### config.mk
export PLATFORM = sky130hd
export DESIGN_NAME = axis_tracker
export DESIGN_NICKNAME = d
export VERILOG_FILES = /design/src/rtl/axis_tracker.sv
export SDC_FILE = /design/constraint.sdc
export NUM_CORES = 1
export LEC_CHECK = 0
export CORE_ASPECT_RATIO = 0.5
export CORE_MARGIN = 2
export CORE_UTILIZATION = 48
export CTS_BUF_LIST = sky130_fd_sc_hd__clkbuf_16
export CTS_CLUSTER_SIZE = 8
export DETAILED_ROUTE_END_ITERATION = 16
export HOLD_SLACK_MARGIN = 0.12
export PLACE_DENSITY_LB_ADDON = 0.2
export SLEW_MARGIN = 0
export SYNTH_ARGS = -nofsm -noshare
export SYNTH_HDL_FRONTEND = slang
export SYNTH_SLANG_ARGS = --single-unit
### constraint.sdc
create_clock -name clk -period 4.9 [get_ports clk]
set_clock_uncertainty 0.05 [all_clocks]
set_input_delay 1.47 -clock clk [delete_from_list [all_inputs] [get_ports clk]]
set_output_delay 1.47 -clock clk [all_outputs]
set_load 0.05 [all_outputs]
### src/rtl/axis_tracker.sv
// axis_tracker: N-axis motor direction controller with dead-time brake and run timeout
module axis_tracker #(
  parameter int N_AXES     = 2,
  parameter int W          = 16,
  parameter int DEADBAND   = 4,
  parameter int DEAD_TIME  = 8,
  parameter int UPDATE_DIV = 1000,
  parameter int MAX_RUN    = 0
) (
  input  logic                clk,
  input  logic                rst,
  input  logic                sma,
  input  logic [N_AXES*W-1:0] sens_a,
  input  logic [N_AXES*W-1:0] sens_b,
  input  logic [N_AXES*W-1:0] pos_set,
  input  logic [N_AXES*W-1:0] pos_act,
  input  logic                fault_clr,
  output logic [N_AXES-1:0]   drv_pos,
  output logic [N_AXES-1:0]   drv_neg,
  output logic [N_AXES-1:0]   settled,
  output logic [N_AXES-1:0]   fault
);
  localparam int CW = $clog2(UPDATE_DIV);
  localparam int DW = $clog2(DEAD_TIME + 1);
  localparam int RW = $clog2(MAX_RUN + 2);
  localparam logic [2:0] IDLE    = 3'd0;
  localparam logic [2:0] RUN_POS = 3'd1;
  localparam logic [2:0] RUN_NEG = 3'd2;
  localparam logic [2:0] BRAKE   = 3'd3;
  localparam logic [2:0] FAULT   = 3'd4;
  localparam logic signed [W:0] DB      = (W+1)'(DEADBAND);
  localparam logic [DW-1:0]     DT_LOAD = DW'(DEAD_TIME - 1);
  localparam logic [CW-1:0]     CNT_MAX = CW'(UPDATE_DIV - 1);
  localparam logic [RW-1:0]     RUN_LIM = RW'(MAX_RUN);

  logic [CW-1:0] cnt_q;
  logic          sma_q, sma_prev_q;
  logic          tick, chg;

  assign tick = cnt_q == CNT_MAX;
  assign chg  = sma_q ^ sma_prev_q;

  // shared tick divider and mode-sample history for change detection
  always_ff @(posedge clk or posedge rst) begin
    if (rst) begin
      cnt_q      <= '0;
      sma_q      <= 1'b0;
      sma_prev_q <= 1'b0;
    end else begin
      cnt_q      <= tick ? '0 : cnt_q + 1'b1;
      sma_q      <= sma;
      sma_prev_q <= sma_q;
    end
  end

  for (genvar i = 0; i < N_AXES; i++) begin : g_ax
    logic [2:0]      st_q, st_d;
    logic [DW-1:0]   dt_q, dt_d;
    logic [RW-1:0]   run_q, run_d, run_inc;
    logic            set_q, set_d;
    logic [W-1:0]    a, b;
    logic signed [W:0] e;
    logic            dpos, dneg, running;

    assign a       = sma_q ? sens_a[i*W +: W] : pos_set[i*W +: W];
    assign b       = sma_q ? sens_b[i*W +: W] : pos_act[i*W +: W];
    assign e       = $signed({1'b0, a}) - $signed({1'b0, b});
    assign dpos    = e > DB;
    assign dneg    = e < -DB;
    assign running = st_q == RUN_POS || st_q == RUN_NEG;
    assign run_inc = run_q + 1'b1;

    // axis FSM: fault clear, mode-change brake, timeout, then tick-driven demand
    always_comb begin
      st_d  = st_q;
      dt_d  = dt_q;
      run_d = run_q;
      set_d = tick ? (st_q == IDLE && !dpos && !dneg) : set_q;
      if (st_q == FAULT) begin
        st_d = fault_clr ? IDLE : FAULT;
      end else if (st_q == BRAKE) begin
        dt_d = dt_q - 1'b1;
        st_d = dt_q == '0 ? IDLE : BRAKE;
      end else if (running && chg) begin
        st_d = BRAKE;
        dt_d = DT_LOAD;
      end else if (tick) begin
        if (running && MAX_RUN > 0 && run_inc == RUN_LIM) begin
          st_d = FAULT;
        end else if (st_q == IDLE) begin
          st_d  = dpos ? RUN_POS : dneg ? RUN_NEG : IDLE;
          run_d = '0;
        end else begin
          run_d = run_inc;
          if ((st_q == RUN_POS && !dpos) || (st_q == RUN_NEG && !dneg)) begin
            st_d = BRAKE;
            dt_d = DT_LOAD;
          end
        end
      end
    end

    // axis state registers
    always_ff @(posedge clk or posedge rst) begin
      if (rst) begin
        st_q  <= IDLE;
        dt_q  <= '0;
        run_q <= '0;
        set_q <= 1'b0;
      end else begin
        st_q  <= st_d;
        dt_q  <= dt_d;
        run_q <= run_d;
        set_q <= set_d;
      end
    end

    assign drv_pos[i] = st_q == RUN_POS;
    assign drv_neg[i] = st_q == RUN_NEG;
    assign fault[i]   = st_q == FAULT;
    assign settled[i] = set_q;
  end
endmodule

## Word-level counts from Yosys, hierarchy flattened

Index checks and enable logic that the tools add are counted.

| storage, ports and cells | value |
|---|---|
| bits in latches | 0 |
| logic and storage cells | 100 |
| memories kept | 0 |
| output and inout bits | 8 |
| memory bits (read-only) | 0 |
| input port bits | 132 |
| RAM bits | 0 |
| bits in registers | 28 |

| operators by class | value |
|---|---|
| add/sub/neg operators | 5 |
| equal/unequal tests | 11 |
| shifts and indexed selects | 0 |
| multiplexer cells | 34 |
| $mul | 0 |
| $lt $le $gt $ge | 4 |
| bitwise gates (word level) | 3 |
| reduce and logical (&&, ||, !) cells | 34 |
| divide/modulo/power cells | 0 |

Operators by type and width:

| kind | count |
|---|---|
| 2-to-1 mux 16 bit | 4 |
| 2-to-1 mux 4 bit | 10 |
| 2-to-1 mux 3 bit | 13 |
| greater-than comparator 17 x 4 -> 1 bit, second input constant | 2 |
| less-than comparator 17 x 3 -> 1 bit, second input constant | 2 |
| subtractor 16 x 16 -> 17 bit | 2 |
| == test 3 x 2 -> 1 bit, second input constant | 4 |
| 2-to-1 mux 2 bit | 6 |
| nonzero test 3 bit | 4 |
| adder 10 x 1 -> 10 bit, second input constant | 1 |
| == test 10 bit, second input constant | 1 |
| logical AND 1 bit | 10 |
| 2-to-1 mux 10 bit | 1 |
| nonzero test 5 bit | 2 |
| logical NOT 4 bit | 2 |
| AND reduction 4 bit | 2 |
| nonzero test 4 bit | 2 |
| subtractor 4 x 1 -> 4 bit, second input constant | 2 |
| == test 3 x 1 -> 1 bit, second input constant | 2 |
| == test 3 bit, second input constant | 2 |
| logical NOT 3 bit | 2 |
| inequality test 3 x 1 -> 1 bit, second input constant | 2 |
| logical NOT 1 bit | 4 |
| logical OR 1 bit | 4 |
| 3 further kinds | 5 |

## Logic depth before layout (Yosys ltp)

| depth | value |
|---|---|
| depth after elaboration | 12 |
| depth in mapped cells | 16 |
| gate-level depth less buffers | 14 |

## Worst setup path before layout

OpenSTA, ideal clock, no wires.

| timing | value |
|---|---|
| kind | input-to-reg |
| from | input port sens_a[1] |
| to | register g_ax[0].st_q[1] |
| required time | 4773 ps |
| data arrival time | 4478 ps |
| path buffers | 0 |
| setup time | 77 ps |
| stages on the path | 12 |
| slack | 294 ps |
| cells stage by stage | mux2_2 fa_1 a211oi_1 o21ai_2 xor2_1 a41o_2 or4_1 or4_4 nor3_2 nor2_1 a221o_1 a21oi_1 |

| on the way | value |
|---|---|
| cells in the longest elaborated chain, start to end | 10 |
| elaborated cells on any way between the ends | 18 |
| classes of those cells | 1 x add/sub; 2 x order compare; 8 x mux; 7 x reduce/logical |

RTL lines:

| what | line | source |
|---|---|---|
| start: declaration | 13 | `input logic [N_AXES*W-1:0] sens_a,` |
| 2-to-1 mux 16 bit * | 65 | `assign a = sma_q ? sens_a[i*W +: W] : pos_set[i*W +: W];` |
| subtractor 16 x 16 -> 17 bit * | 67 | `assign e = $signed({1'b0, a}) - $signed({1'b0, b});` |
| less-than comparator 17 x 3 -> 1 bit | 69 | `assign dneg = e < -DB;` |
| 2-to-1 mux 2 bit (2 in series) | 91 | `st_d = dpos ? RUN_POS : dneg ? RUN_NEG : IDLE;` |
| 2-to-1 mux 3 bit | 90 | `end else if (st_q == IDLE) begin` |
| 2-to-1 mux 3 bit | 87 | `end else if (tick) begin` |
| 2-to-1 mux 3 bit | 84 | `end else if (running && chg) begin` |
| 2-to-1 mux 3 bit | 81 | `end else if (st_q == BRAKE) begin` |
| 2-to-1 mux 3 bit | 79 | `if (st_q == FAULT) begin` |
| end signal: assignment | 111 | `st_q <= st_d;` |
| end: declaration | 57 | `logic [2:0] st_q, st_d;` |

Mark *: on every way between the ends. The rest lies on a longest branch, timed or not. The select of a mux whose other input is x is not followed.
A chain may end at the register's enable or synchronous reset.

## Worst setup path after layout

| timing | value |
|---|---|
| from | input port pos_set[3] |
| to | register g_ax[0].st_q[1] |

| on the way | value |
|---|---|
| cells in the longest elaborated chain, start to end | 10 |
| elaborated cells on any way between the ends | 18 |
| classes of those cells | 1 x add/sub; 2 x order compare; 8 x mux; 7 x reduce/logical |

RTL lines:

| what | line | source |
|---|---|---|
| start: declaration | 15 | `input logic [N_AXES*W-1:0] pos_set,` |
| 2-to-1 mux 16 bit * | 65 |  |
| subtractor 16 x 16 -> 17 bit * | 67 |  |
| less-than comparator 17 x 3 -> 1 bit | 69 |  |
| 2-to-1 mux 2 bit (2 in series) | 91 |  |
| 2-to-1 mux 3 bit | 90 |  |
| 2-to-1 mux 3 bit | 87 |  |
| 2-to-1 mux 3 bit | 84 |  |
| 2-to-1 mux 3 bit | 81 |  |
| 2-to-1 mux 3 bit | 79 |  |

Marks and branches as above.

==> impl_metrics.tcl <==
set metrics [dict create \
    run_status "completed" \
    worst_pin_slew_ns 1.09 \
    p_leak_nw 2.96 \
    max_slew_margin 0.270 \
    fillers 625 \
    antenna_found_initial 0 \
    regArea_um2 704 \
    hold_buffers 0 \
    syn_avg_cell_area_um2 8.04 \
    drive_gt1_frac 0.256 \
    routedWlPerCell_um 15.7 \
    firstDrtPassIters 5 \
    gp_congestion 0.912 \
    path_clk_slew_ns 0.07 \
    drt_iter0_drc 302 \
    hold_viol 0 \
    cts_tree "done" \
    grt_pass1_vias 4825 \
    vias 4942 \
    ys_seq_elements 28 \
    power_density_nw_per_um2 225 \
    cts_made_buffers 3 \
    wl_mm 13.4 \
    worstPathRequired_ns 5.04 \
    die_h_um 71.6 \
    vias_per_cell 5.79 \
    initial_core_util 0.499 \
    cts_root_buffer "clkbuf_16" \
    grt_pass1_wl_mm 21.0 \
    grtUsageMet3 0.0274 \
    holdWs_ns 0.443 \
    cts.sinks 28 \
    async_flop_share 1.00 \
    drv_cap 0 \
    use_met2 0.462 \
    fin_crit_ns 4.87 \
    grt-ovfl-total 0 \
    hpwl_mm 9.92 \
    fin_crit_sh 0.993 \
    drc_errors 0 \
    cp_max_fo 7 \
    synthCells 546 \
    track_usage 0.246 \
    setup_violations 0 \
    hold_class "flop to flop" \
    worstSetupStartpoint "pos_set[3]" \
    worst_setup_path_end_kind "flop" \
    ant_nets 0 \
    met1_usage 0.315 \
    setup_slack_ns 0.0330 \
    synth_cell_types 84 \
    cts_buffer_depth 2 \
    area_delta_synth_final_pct 55.0 \
    std_cell_rows 24 \
    top_usage_layer "met2" \
    r2r-start "sma_q" \
    core_um2 8800 \
    max_freq_mhz 205 \
    io_pins 140 \
    slew_violations 0 \
    yosysSeqAreaShare 0.160 \
    h-tree-depth 1 \
    n_antenna_cell 0 \
    die_area_um2 9980 \
    post-route-util 0.773 \
    worstSetupPathType "input port to flop" \
    syn_nets 715 \
    critical_path_arrival_ns 5.01 \
    multi_input_area_um2 3770 \
    yosysWarnings 0 \
    port_buffers 139 \
    hp-start "g_ax[1].set_q" \
    die_w_um 139 \
    final_nets 907 \
    dp_slack_ns -0.420 \
    worstSetupStartpointType "input port" \
    insertion_delay_ns 0.26 \
    max-vdd-ir-drop_uv 147 \
    finalPower_mw 1.53 \
    netlist_area_um2 4390 \
    grt_max_degree 34 \
    synth-main-ff-cell "dfrtp_1" \
    synth_edf_count 0 \
]
-- final timing paths --
path | to | cells after the start | slack [ns]
setup / recovery | g_ax[0].st_q[1] | 14 | 0.03
max in group asynchronous | sma_q | 2 | 2.27
hold / removal | g_ax[1].set_q | 2 | 0.44
setup reg to reg | g_ax[0].st_q[1] | 14 | 0.49
min in group asynchronous | cnt_q[5] | 2 | 1.74
hold reg to reg | g_ax[1].set_q | 2 | 0.44
-- worst max-delay path, cell delays in order --
cell	delay, ns
clkdlybuf4s50_1	0.40
mux2_2	0.29
ha_4	0.28
buf_6	0.11
o21a_1	0.13
o31a_2	0.15
nand3_1	0.10
a41o_2	0.30
or4_4	0.52
or4_4	0.54
nor3_4	0.18
nor2_4	0.06
a221o_1	0.32
a21oi_1	0.15
-- per-layer routing --
metal / wire length [µm] / vias up / part of all wire
li1: - / 2432 / -
met1: 5770 / 2311 / 0.43
met2: 6820 / 182 / 0.51
met4: 115 / 0 / 0.0086
met5: 0 / - / 0
met3: 734 / 17 / 0.055
-- kinds of logic (layout without fill, tap and decap cells) --
logic type | Yosys count | in the layout | share of synthesized area
xor gates and xnor gates | 27 | 27 | 0.0538
muxes | 67 | 67 | 0.162
DFF | 28 | 28 | 0.160
adders and majority gates | 37 | 37 | 0.109
and+or+nand+nor | 176 | 176 | 0.209
AOI/OAI and AO/OA | 155 | 155 | 0.250
buffers and inverters | 56 | 247 | 0.0573
-- stage by stage --
step	setup TNS, ns	cell area [µm²]	std cells
CTS	-0.00756	6470	848
floorplan	0	4390	546
detailed placement	-4.51	6320	842
finish	0	6810	854
global placement	-3.53	6320	842
global route	-0.361	6810	854
-- placed cells by master (no fill, tap or decap), drive strengths merged, types with 13 or more instances in the layout --
cell	synthesis	routed
a21oi	41	41
buf	11	80
clkdlybuf4s50	0	128
dfrtp	28	28
ha	35	35
inv	24	25
mux2	32	32
mux2i	35	35
nand2	36	36
nand3	15	15
nor2	44	44
o21ai	25	25
xnor2	14	14
xor2	13	13
-- where the power goes --
part	switching, mW	total, mW	internal (mW)
logic	0.509	1.04	0.536
clock network	0.0766	0.186	0.109
registers	0.0413	0.299	0.257
total	0.627	1.53	0.902
-- Yosys cell counts, types with 4 or more instances --
| cell | n | area (µm²) |
|---|---|---|
| clkbuf_1 | 18 | 67.6 |
| a21oi_1 | 40 | 200 |
| a311oi_1 | 4 | 35.0 |
| inv_1 | 24 | 90.1 |
| and3_1 | 6 | 37.5 |
| nor2_1 | 44 | 165 |
| o21ai_0 | 21 | 105 |
| nand2b_1 | 5 | 31.3 |
| nor3b_1 | 4 | 30.0 |
| a221oi_1 | 4 | 35.0 |
| nor2b_1 | 7 | 43.8 |
| nand3_1 | 15 | 75.1 |
| or4_1 | 4 | 30.0 |
| mux2_2 | 32 | 360 |
| o21a_1 | 4 | 30.0 |
| nand2_1 | 36 | 135 |
| mux2i_1 | 35 | 350 |
| nor3_1 | 10 | 50.1 |
| a21o_1 | 9 | 67.6 |
| ha_1 | 35 | 438 |
| xor2_1 | 13 | 114 |
| o211ai_1 | 7 | 52.6 |
| xnor2_1 | 14 | 123 |
| o31ai_1 | 7 | 52.6 |
| nand4_1 | 8 | 50.1 |
| dfrtp_1 | 28 | 701 |
| o2111ai_1 | 5 | 43.8 |
| or3_1 | 7 | 43.8 |
| and2_1 | 7 | 43.8 |
| a211oi_1 | 4 | 30.0 |
| a31oi_1 | 7 | 43.8 |
-- registers in the layout, summed over array words and instances (netlist names) --
signal and flops:
sma_prev_q 1, g_ax.set_q 2, cnt_q 10, g_ax.st_q 6, g_ax.dt_q 8, sma_q 1
-- final cells by class --
class,instances,area share
Inverter,24,0.0132
Clock inverter,1,0.000552
Sequential cell,28,0.104
Multi-Input combinational cell,462,0.554
Tap cell,117,0.0215
Clock buffer,3,0.0110
Timing Repair Buffer,219,0.296
-- repair_timing --
action	4_1_cts	5_1_grt
setup buffers	2	6
setup endpoints to repair	12	10
resized for setup	19	61
gates cloned	0	0
pin swaps	14	36
No activity file was read; power rests on OpenSTA's default activity.
